File: src/rtl/fetch_unit.sv
// Instruction-fetch stage: owns the PC, issues one outstanding instruction-bus request
// and holds the fetched word until decode takes it. Optional feature: FETCH_MISALIGN_EN.
module fetch_unit #(
    parameter int unsigned      XLEN     = 64,
    parameter logic [XLEN-1:0]  RESET_PC = 64'h8000_0000,
    parameter logic [31:0]      NOP_INSN = 32'h0000_0013
) (
    input  logic            clk,
    input  logic            reset,
    output logic            ireq_valid,
    output logic [XLEN-1:0] ireq_addr,
    input  logic            iresp_data_ok,
    input  logic [31:0]     iresp_data,
    input  logic            stall_f,
    input  logic            flush_f,
    input  logic            jump,
    input  logic [XLEN-1:0] jump_pc,
    input  logic            trap_redirect,
    input  logic [XLEN-1:0] trap_pc,
    output logic            out_valid,
    output logic [XLEN-1:0] out_pc,
    output logic [31:0]     out_insn,
    output logic            fetch_busy,
    output logic            out_misalign
);

    localparam logic [0:0] ST_REQ  = 1'b0;
    localparam logic [0:0] ST_HOLD = 1'b1;

    logic [0:0]      state_q, state_d;
    logic [XLEN-1:0] pc_q, pc_d;
    logic [XLEN-1:0] pend_pc_q, pend_pc_d;
    logic            drop_q, drop_d;
    logic            reset_q;
    logic            valid_d;
    logic [XLEN-1:0] out_pc_d;
    logic [31:0]     insn_d;
    logic            misalign_q, misalign_d;

    logic            redirect;
    logic [XLEN-1:0] target;
    logic            pc_misaligned;
    logic            req_live;

    assign redirect = trap_redirect | jump;
    assign target   = trap_redirect ? trap_pc : jump_pc;

`ifdef FETCH_MISALIGN_EN
    assign pc_misaligned = (pc_q[1:0] != 2'b00);
    assign ireq_addr     = pc_q;
`else
    assign pc_misaligned = 1'b0;
    assign ireq_addr     = {pc_q[XLEN-1:2], 2'b00};
`endif

    assign ireq_valid   = (state_q == ST_REQ) & ~pc_misaligned;
    assign fetch_busy   = ireq_valid;
    assign out_misalign = misalign_q;

    // A request is genuinely on the bus only if it was issued outside reset and not yet answered.
    assign req_live = ireq_valid & ~iresp_data_ok & ~reset_q;

    // Next-state and registered-output logic.
    always_comb begin
        state_d    = state_q;
        pc_d       = pc_q;
        pend_pc_d  = pend_pc_q;
        drop_d     = drop_q;
        valid_d    = out_valid;
        out_pc_d   = out_pc;
        insn_d     = out_insn;
        misalign_d = misalign_q;

        case (state_q)
            ST_REQ: begin
                if (pc_misaligned) begin
                    if (redirect) begin
                        pc_d = target;
                    end else begin
                        state_d    = ST_HOLD;
                        valid_d    = 1'b1;
                        insn_d     = NOP_INSN;
                        out_pc_d   = pc_q;
                        misalign_d = 1'b1;
                    end
                end else if (!iresp_data_ok) begin
                    if (redirect) begin
                        drop_d    = 1'b1;
                        pend_pc_d = target;
                    end
                end else if (drop_q || redirect) begin
                    pc_d   = redirect ? target : pend_pc_q;
                    drop_d = 1'b0;
                end else if (!flush_f) begin
                    state_d    = ST_HOLD;
                    valid_d    = 1'b1;
                    insn_d     = iresp_data;
                    out_pc_d   = pc_q;
                    misalign_d = 1'b0;
                end
            end
            ST_HOLD: begin
                if (redirect || flush_f || !stall_f) begin
                    state_d    = ST_REQ;
                    valid_d    = 1'b0;
                    insn_d     = NOP_INSN;
                    misalign_d = 1'b0;
                    if (redirect) begin
                        pc_d = target;
                    end else if (!flush_f && !misalign_q) begin
                        pc_d = pc_q + XLEN'(4);
                    end
                end
            end
            default: begin
                state_d = ST_REQ;
            end
        endcase
    end

    // State and output registers; reset kills any in-flight request by arming drop.
    always_ff @(posedge clk) begin
        if (reset) begin
            state_q      <= ST_REQ;
            pc_q         <= RESET_PC;
            drop_q       <= req_live;
            pend_pc_q    <= req_live ? RESET_PC : '0;
            out_valid    <= 1'b0;
            out_pc       <= '0;
            out_insn     <= NOP_INSN;
            misalign_q   <= 1'b0;
            reset_q      <= 1'b1;
        end else begin
            state_q      <= state_d;
            pc_q         <= pc_d;
            drop_q       <= drop_d;
            pend_pc_q    <= pend_pc_d;
            out_valid    <= valid_d;
            out_pc       <= out_pc_d;
            out_insn     <= insn_d;
            misalign_q   <= misalign_d;
            reset_q      <= 1'b0;
        end
    end

endmodule
File: config.mk
export PLATFORM = sky130hd
export DESIGN_NAME = fetch_unit
export DESIGN_NICKNAME = d
export VERILOG_FILES = /design/src/rtl/fetch_unit.sv
export SDC_FILE = /design/constraint.sdc
export NUM_CORES = 1
export LEC_CHECK = 0
export BUFFER_PORTS_ARGS = -buffer_cell sky130_fd_sc_hd__buf_4
export CORE_MARGIN = 1.5
export CORE_UTILIZATION = 57
export DETAILED_ROUTE_END_ITERATION = 7
export PLACE_DENSITY = 0.86
export RECOVER_POWER = 50
export SKIP_CTS_REPAIR_TIMING = 1
export SYNTH_ARGS = -nofsm -noshare
export SYNTH_HDL_FRONTEND = slang
export SYNTH_SLANG_ARGS = --single-unit
File: constraint.sdc
create_clock -name clk -period 10.15 [get_ports clk]
set_input_delay 1.5225 -clock clk [delete_from_list [all_inputs] [get_ports clk]]
set_output_delay 1.5225 -clock clk [all_outputs]
set_load 0.02 [all_outputs]
==> flow_summary.json, run 1 <==
{
  "status": "finished, violations left",
  "violations": "capacitance limit, slew limit",
  "htreeDepth": 1,
  "port_buffers": 327,
  "place_hpwl_um": 27600,
  "grt_use_total": 0.353,
  "die_area_mm2": 0.0223,
  "fp.coreArea_mm2": 0.0210,
  "whs_path_depth": 2,
  "synth_area_leader_cell": "dfxtp_1",
  "place_area_mm2": 0.0141,
  "antenna_found_initial": 0,
  "critPathSlowestCell": "clkbuf_1",
  "drc_errors": 0,
  "min_path_type": "reg2reg",
  "routedWlPerCell_um": 20.7,
  "relSlewSlack": -1.02,
  "layout_worst_path_cycle_share": 0.562,
  "ctsRootBufferMaster": "clkbuf_16",
  "yosysMostFrequentCell": "nand2_1",
  "worst_pin_slew_ns": 3.03,
  "max-vdd-ir-drop_mv": 0.134,
  "core.rowCount": 53,
  "setup_tns_ns": 0,
  "vias_per_cell": 6.40,
  "gp_congestion": 0.961,
  "fin_nets": 1850,
  "overflow": 0,
  "layout-drive-gt1-share": 0.138,
  "antenna_left": 0,
  "arrival_ns": 6.11,
  "path_class": "in2reg",
  "worstPathCellList": "clkbuf_1 > buf_4 > buf_4 > nor2_1 > a32o_1",
  "first_pass_iters": 6,
  "grt_max_degree": 96,
  "syn_avg_cell_area_um2": 8.12,
  "ys.flop_type": "dfxtp_1",
  "synth_edf_count": 65,
  "ys_warn_count": 0,
  "power_density_mw_per_mm2": 157,
  "clkLatencyLatePin_ns": 0.52,
  "maxSlewViolCount": 102,
  "cp_max_fo": 90,
  "cts_inserted_buffers": 25,
  "yosysTopAreaCellShare": 0.268,
  "p_leak_nw": 5.06,
  "grt_pass1_vias": 11738,
  "finalPower_mw": 2.24,
  "layout_min_cycle_time_ns": 5.71,
  "ios": 331,
  "cts_tree": "yes",
  "start_util": 0.580,
  "yosysSeqAreaShare": 0.428,
  "path_common_cell": "buf_4",
  "ys_async_sr_fraction": 0,
  "clock_path_buffers": 3,
  "clk_pin_slew_worst_paths_ns": 0.06,
  "drtIter0Drc": 1338,
  "rsz0062_at_grt": "no",
  "wirelength_um": 40900,
  "finalHoldViolCount": 0,
  "skew_ns": 0.0137,
  "cts_sinks": 228,
  "synthCells": 1501,
  "holdWs_ns": 0.451,
  "setup-violations-final": 0,
  "synth_seq_cells": 228,
  "vias": 12639,
  "timing.fmax_mhz": 175,
  "fin_area_mm2": 0.0143,
  "crit_required_ns": 10.55,
  "grt_pass1_wl_um": 62600,
  "endpoint_kind": "flop",
  "crit_path_max_incr_delay_ns": 2.09,
  "ys_types": 70,
  "die_x_um": 149,
  "max_cap_viol_count": 2,
  "start_kind": "primary input",
  "rr_worst_depth": 7,
  "synth_area_mm2": 0.0122,
  "yosys-top-cells-area": "dfxtp_1, edfxtp_1, a21oi_1, nand2_1, a211oi_1",
  "synthToLayoutAreaGrowth_pct": 17.2,
  "synth.top_cells.by_count": "nand2_1, a21oi_1, dfxtp_1",
  "dieHeight_um": 149,
  "antenna_cells": 0
}
-- per-stage QoR --
stage / cells / setup slack (ns) / util
after floorplan: 1503 / 3.55 / -
after global placement: 1930 / 5.16 / 0.670
after detailed placement: 1930 / 5.05 / 0.670
after CTS: 1975 / 5.57 / 0.708
after global routing: 1975 / 4.20 / 0.679
final: 1975 / 4.44 / 0.679
-- worst paths after layout --
| path | from | to | slack, ns |
|---|---|---|---|
| min | out_pc[28] | out_pc[28] | 0.45 |
| max | reset | pc_q[20] | 4.44 |
| min reg2reg | out_pc[28] | out_pc[28] | 0.45 |
| max reg2reg | state_q | pc_q[33] | 6.50 |
-- critical path: cells and delay by family --
kind	cells	cell delay, ns
AO/OA/AOI/OAI	1	0.31
buffers and inverters	3	3.73
AND/OR/NAND/NOR	1	0.30
-- power breakdown --
group / switching (mW) / leakage [nW] / total, mW / internal, mW
clock network: 0.366 / 0.389 / 0.889 / 0.523
registers: 0.0658 / 2.03 / 1.06 / 0.990
logic: 0.185 / 2.64 / 0.299 / 0.113
total: 0.617 / 5.06 / 2.24 / 1.63
-- logic make-up (layout without fill, tap and decap cells) --
family                     after synthesis  count (layout)  synth area share
and+or+nand+nor                        581             581             0.225
muxes                                    8               8           0.00667
DFF                                    228             228             0.428
other                                    1               3          0.000308
buffers and inverters                  201             398            0.0902
adders and majority gates                1               1           0.00103
AOI/OAI and AO/OA                      481             481             0.249
-- flip-flops by register name, indices dropped and copies added (netlist names) --
name and cells:
drop_q 1, out_insn 32, out_pc 64, out_valid 1, pc_q 64, pend_pc_q 64, reset_q 1, state_q 1
-- cell type report --
type	instances	area, um^2
fillers	1839	6740
inverters	13	48.8
repair buffers	340	1950
clock buffers	39	739
flip-flops and latches	228	5220
clock inverters	6	52.6
multi-input cells	1074	5930
well taps	275	344
-- metal layers --
| layer | vias up | part of all wire | GRT usage |
|---|---|---|---|
| met4 | 0 | 0.067 | 0.198 |
| met3 | 173 | 0.088 | 0.0480 |
| li1 | 5750 | - | - |
| met2 | 817 | 0.48 | 0.596 |
| met5 | - | 0 | 0.00682 |
| met1 | 5899 | 0.36 | 0.433 |
-- cells in the final DEF, fill, tap and decap left out, types with 3 or more instances in the layout --
| cell | netlist | routed |
|---|---|---|
| a211oi_1 | 69 | 69 |
| a21oi_1 | 191 | 190 |
| a31oi_1 | 23 | 23 |
| a221oi_1 | 9 | 9 |
| inv_1 | 13 | 12 |
| o31ai_1 | 6 | 6 |
| dfxtp_1 | 163 | 163 |
| and3_1 | 12 | 12 |
| a22oi_1 | 35 | 35 |
| clkinv_1 | 0 | 3 |
| nor2_1 | 130 | 129 |
| clkbuf_8 | 0 | 4 |
| nand3_1 | 29 | 29 |
| o32ai_1 | 8 | 8 |
| o22ai_1 | 14 | 13 |
| a21boi_0 | 18 | 18 |
| o211ai_1 | 10 | 10 |
| nand2_1 | 231 | 231 |
| nor4_1 | 13 | 13 |
| mux2i_1 | 7 | 7 |
| clkinv_2 | 0 | 3 |
| conb_1 | 1 | 3 |
| o21ai_0 | 56 | 55 |
| a2111oi_0 | 3 | 3 |
| nor3_1 | 25 | 24 |
| clkbuf_16 | 0 | 26 |
| edfxtp_1 | 65 | 65 |
| buf_4 | 67 | 179 |
| a32o_1 | 7 | 7 |
| a41oi_1 | 3 | 3 |
| and2_1 | 9 | 9 |
| clkbuf_1 | 95 | 170 |
| a21o_1 | 7 | 7 |
| or4_1 | 8 | 8 |
| nand4_1 | 23 | 23 |
| and4_1 | 11 | 10 |
| nand2b_1 | 62 | 62 |
| or3_1 | 9 | 9 |
No activity file was read; power rests on OpenSTA's default activity.
==> run 2, diff against run 1 <==
--- a/config.mk
+++ b/config.mk
@@ -7,9 +7,9 @@
 export LEC_CHECK = 0
 export BUFFER_PORTS_ARGS = -buffer_cell sky130_fd_sc_hd__buf_4
 export CORE_MARGIN = 1.5
-export CORE_UTILIZATION = 57
+export CORE_UTILIZATION = 53
 export DETAILED_ROUTE_END_ITERATION = 7
-export PLACE_DENSITY = 0.86
+export PLACE_DENSITY = 0.81
 export RECOVER_POWER = 50
 export SKIP_CTS_REPAIR_TIMING = 1
 export SYNTH_ARGS = -nofsm -noshare
==> constraint.sdc (replaced) <==
create_clock -name clk -period 5.5 [get_ports clk]
set_input_delay 0.825 -clock clk [delete_from_list [all_inputs] [get_ports clk]]
set_output_delay 0.825 -clock clk [all_outputs]
set_load 0.02 [all_outputs]
==> run 2 against run 1 <==
  * The run still ends with capacitance limit, slew limit left
  * Count of clock-buffer cells in the layout fell by 6
  * Total power rose by 94%
  * Routed wire length rose by 1.9%
  * Clock power rose by 110%
  * Worst setup slack got worse by 3.0 ns
  * Final area rose by 0.85%
  * Die area rose by 7.4%
==> flow_summary.json, run 2 (synthesized netlist as in run 1, its figures left out) <==
{
  "start_kind": "primary input",
  "drc_errors": 0,
  "register_area_mm2": 0.00522,
  "finalPower_mw": 4.36,
  "fp.coreArea_mm2": 0.0226,
  "max-vdd-ir-drop_mv": 0.211,
  "p_leak_nw": 5.13,
  "grt_max_degree": 123,
  "status": "finished, violations left",
  "worstPathCellList": "buf_4 > clkinv_1 > clkbuf_1 > nor2_1 > a21oi_1 > a31oi_1 > o21bai_1 > o311a_1",
  "die_area_mm2": 0.0239,
  "cts_tree": "yes",
  "dieHeight_um": 155,
  "rr_worst_depth": 7,
  "min_path_type": "reg2reg",
  "setup-violations-final": 0,
  "arrival_ns": 4.51,
  "layout_min_cycle_time_ns": 4.04,
  "place_hpwl_um": 28700,
  "antenna_cells": 0,
  "multi_input_area_mm2": 0.00591,
  "setup_tns_ns": 0,
  "placed_cells": 1941,
  "grt_pass1_vias": 11735,
  "grt_use_total": 0.335,
  "skew_ns": 0.0104,
  "core.rowCount": 55,
  "layout_worst_path_cycle_share": 0.735,
  "crit_family": "buffers and inverters",
  "htreeDepth": 1,
  "die_x_um": 155,
  "final_common_cell": "nand2_1",
  "start_util": 0.540,
  "fin_nets": 1852,
  "reg.largest.list": "out_pc x64, pc_q x64, pend_pc_q x64",
  "ios": 331,
  "clkLatencyLatePin_ns": 0.53,
  "wirelength_um": 41700,
  "endpoint_kind": "flop",
  "routedWlPerCell_um": 21.0,
  "port_buffers": 327,
  "vias": 12557,
  "drtIter0Drc": 1339,
  "layout-drive-gt1-share": 0.143,
  "final_cell_mix": "nand2_1, a21oi_1, buf_4",
  "finalHoldViolCount": 0,
  "reg2reg_from": "pc_q[2]",
  "clock_path_buffers": 3,
  "crit_required_ns": 5.96,
  "r2r_end": "pc_q[58]",
  "fillCellCount": 2105,
  "relSlewSlack": -0.781,
  "gp_congestion": 0.958,
  "min_from": "out_pc[62]",
  "cp_max_fo": 90,
  "critPathSlowestCell": "clkbuf_1",
  "max_cap_viol_count": 3,
  "vias_per_cell": 6.31,
  "ctsRootBufferMaster": "clkbuf_16",
  "cts_sinks": 228,
  "antenna_left": 0,
  "synthToLayoutAreaGrowth_pct": 18.2,
  "maxSlewViolCount": 191,
  "holdWs_ns": 0.453,
  "cp.buffers_inverters": 3,
  "clk_pin_slew_worst_paths_ns": 0.06,
  "timing.fmax_mhz": 247,
  "first_pass_iters": 7,
  "antenna_found_initial": 0,
  "instances_no_fill": 1989,
  "cts_inserted_buffers": 26,
  "overflow": 0,
  "worst_pin_slew_ns": 2.67,
  "rsz0062_at_grt": "no",
  "reg2reg_slack_ns": 1.94,
  "crit_path_max_incr_delay_ns": 1.91,
  "whs_path_depth": 2,
  "grt_pass1_wl_um": 63500,
  "min_to": "out_pc[62]",
  "power_density_mw_per_mm2": 303,
  "path_class": "in2reg",
  "violations": "capacitance limit, slew limit"
}
run 2: worst max-delay path by stage:
stage | from | endpoint | slack (ns) | cells after the start
floorplan | iresp_data_ok | pend_pc_q[0] | 1.33 | 1
finish | trap_redirect | pc_q[21] | 1.46 | 8
detailed placement | trap_redirect | pc_q[33] | 1.57 | 7
global route | trap_redirect | pc_q[21] | 1.24 | 8
global placement | trap_redirect | pc_q[33] | 1.64 | 7
CTS | state_q | pc_q[33] | 2.08 | 6
run 2: layout make-up:
class	instances	area share
sequential	228	0.362
clock inverter	15	0.0122
timing repair buffer	341	0.136
inverter	13	0.00339
clock buffer	33	0.0514
tap	285	0.0248
multi-input combinational	1074	0.411
run 2: metrics by stage:
step	worst slack (ns)	util	area, um^2
3_5_place_dp	1.57	0.625	14100
5_1_grt	1.24	0.638	14400
3_3_place_gp	1.64	0.625	14100
2_1_floorplan	1.33	-	12200
6_report	1.46	0.638	14400
4_1_cts	2.08	0.666	15000
run 2: layer usage:
| metal | GRT usage | vias to the layer above | routed length, um |
|---|---|---|---|
| li1 | - | 5749 | - |
| met1 | 0.406 | 5941 | 15600 |
| met2 | 0.546 | 687 | 19700 |
| met3 | 0.0468 | 180 | 3150 |
| met4 | 0.248 | 0 | 3290 |
| met5 | 0 | - | 0 |
run 2: tightest hold or removal path, cell delays in order (launching register included):
cell     delay, ns
dfxtp_1       0.31
nand2_1       0.05
a21oi_1       0.05
run 2: power breakdown:
| group | internal (mW) | switching [mW] |
|---|---|---|
| sequential | 1.83 | 0.116 |
| clock | 1.14 | 0.722 |
| combinational | 0.211 | 0.349 |
| total | 3.17 | 1.19 |
==> run 3, diff against run 2 <==
--- a/config.mk
+++ b/config.mk
@@ -7,9 +7,9 @@
 export LEC_CHECK = 0
 export BUFFER_PORTS_ARGS = -buffer_cell sky130_fd_sc_hd__buf_4
 export CORE_MARGIN = 1.5
-export CORE_UTILIZATION = 53
+export CORE_UTILIZATION = 48
 export DETAILED_ROUTE_END_ITERATION = 7
-export PLACE_DENSITY = 0.81
+export PLACE_DENSITY = 0.77
 export RECOVER_POWER = 50
 export SKIP_CTS_REPAIR_TIMING = 1
 export SYNTH_ARGS = -nofsm -noshare
==> constraint.sdc (replaced) <==
create_clock -name clk -period 3.6 [get_ports clk]
set_input_delay 0.54 -clock clk [delete_from_list [all_inputs] [get_ports clk]]
set_output_delay 0.54 -clock clk [all_outputs]
set_load 0.02 [all_outputs]
==> run 3 against run 2 <==
  * The run still ends with capacitance limit, slew limit left
  * Non-clock buffer count increased by 29
  * Critical path type is now reg2reg
  * Critical endpoint is now pend_pc_q[14]
  * Worst setup slack got worse by 1.1 ns
  * Cell count increased by 3.6%
==> flow_summary.json, run 3 (synthesized netlist as in run 1, its figures left out) <==
{
  "status": "finished, violations left",
  "violations": "capacitance limit, slew limit",
  "endpoint_kind": "flop",
  "vias_per_cell": 5.99,
  "cts_tree": "yes",
  "max-vdd-ir-drop_mv": 0.370,
  "maxSlewViolCount": 115,
  "wirelength_um": 41200,
  "clkLatencyLatePin_ns": 0.54,
  "skew_ns": 0.0225,
  "antenna_cells": 0,
  "port_buffers": 327,
  "grt_pass1_vias": 11548,
  "place_area_mm2": 0.0144,
  "antenna_found_initial": 0,
  "fin_nets": 1881,
  "worst_pin_slew_ns": 2.73,
  "clk_pin_slew_worst_paths_ns": 0.06,
  "cts_sinks": 228,
  "finalHoldViolCount": 0,
  "timing.fmax_mhz": 312,
  "final_cell_mix": "nand2_1, buf_4, a21oi_1",
  "min_path_type": "in2reg",
  "clock_path_buffers": 3,
  "setup-violations-final": 0,
  "drtIter0Drc": 1295,
  "drc_errors": 0,
  "critPathSlowestCell": "o21ai_1",
  "finalPower_mw": 6.68,
  "grt_max_degree": 151,
  "first_pass_iters": 5,
  "p_leak_nw": 5.39,
  "grt_pass1_wl_um": 62800,
  "fp.coreArea_mm2": 0.0250,
  "layout_worst_path_cycle_share": 0.891,
  "overflow": 0,
  "vias": 12348,
  "gp_congestion": 0.928,
  "cp_max_fo": 36,
  "path_class": "reg2reg",
  "synthToLayoutAreaGrowth_pct": 21.8,
  "layout_min_cycle_time_ns": 3.21,
  "core.rowCount": 58,
  "routedWlPerCell_um": 20.0,
  "power_density_mw_per_mm2": 450,
  "ctsRootBufferMaster": "clkbuf_16",
  "worstPathCellList": "buf_4 > o21ai_1 > buf_12",
  "layout-drive-gt1-share": 0.172,
  "arrival_ns": 3.42,
  "cts_inserted_buffers": 26,
  "crit_required_ns": 3.81,
  "start_util": 0.487,
  "fin_area_mm2": 0.0148,
  "crit_family": "compound AO/OA/AOI/OAI gates",
  "ios": 331,
  "grt_use_total": 0.302,
  "rsz0062_at_grt": "no",
  "htreeDepth": 1,
  "die_x_um": 162,
  "setup_tns_ns": 0,
  "crit_path_max_incr_delay_ns": 2.05,
  "antenna_left": 0,
  "relSlewSlack": -0.835,
  "place_hpwl_um": 28900,
  "reg.largest.list": "out_pc x64, pc_q x64, pend_pc_q x64",
  "max_cap_viol_count": 2,
  "die_area_mm2": 0.0264,
  "final_common_cell": "nand2_1",
  "dieHeight_um": 162,
  "start_kind": "flop",
  "cp.buffers_inverters": 2
}
run 3: cell types whose count changed in the layout (fill, tap and decap cells not counted), moves of 5 or more:
cell      delta
buf_4       +50
clkinv_2     -7
buf_12       +5
clkbuf_1    -27
run 3: path summary, 6_finish.rpt:
kind / endpoint / depth (start not counted) / start / slack (ns)
setup / recovery: pend_pc_q[14] / 3 / state_q / 0.39
hold / removal: out_insn[4] / 3 / iresp_data[4] / 0.24
setup reg to reg: pend_pc_q[14] / 3 / state_q / 0.39
hold reg to reg: out_pc[39] / 2 / out_pc[39] / 0.45
run 3: area by class of cell:
type	instances	area [um^2]
Sequential cell	228	5220
Tap cell	330	413
Clock buffer	37	815
Multi-Input combinational cell	1074	5910
Inverter	13	48.8
Fill cell	2392	10200
Timing Repair Buffer	370	2330
Clock inverter	9	104
run 3: per-stage QoR:
| stage | util | hold WS [ns] | setup slack [ns] | instances |
|---|---|---|---|---|
| finish | 0.593 | 0.240 | 0.394 | 2061 |
| global route | 0.593 | 0.234 | 0.204 | 2061 |
| CTS | 0.614 | 0.226 | 0.619 | 2061 |
| detailed placement | 0.577 | 0.447 | 0.621 | 2015 |
| global placement | 0.577 | 0.443 | 0.725 | 2015 |
| floorplan | - | 0.432 | 0.894 | 1503 |
run 3: worst reg2reg max path, stage by stage, from the launching register on:
cell	delay, ns
dfxtp_1	0.31
buf_4	0.19
o21ai_1	2.05
buf_12	0.30
run 3: report_power, final:
group | internal [mW] | switching, mW
Clock | 1.72 | 1.10
Combinational | 0.368 | 0.563
Sequential | 2.79 | 0.142
Total | 4.88 | 1.80
run 3: metal layers:
metal	up-vias	global-route usage	share of wire
met3	116	0.0407	0.072
met1	5871	0.372	0.38
met4	0	0.178	0.061
li1	5800	-	-
met2	561	0.505	0.49
met5	-	0	0
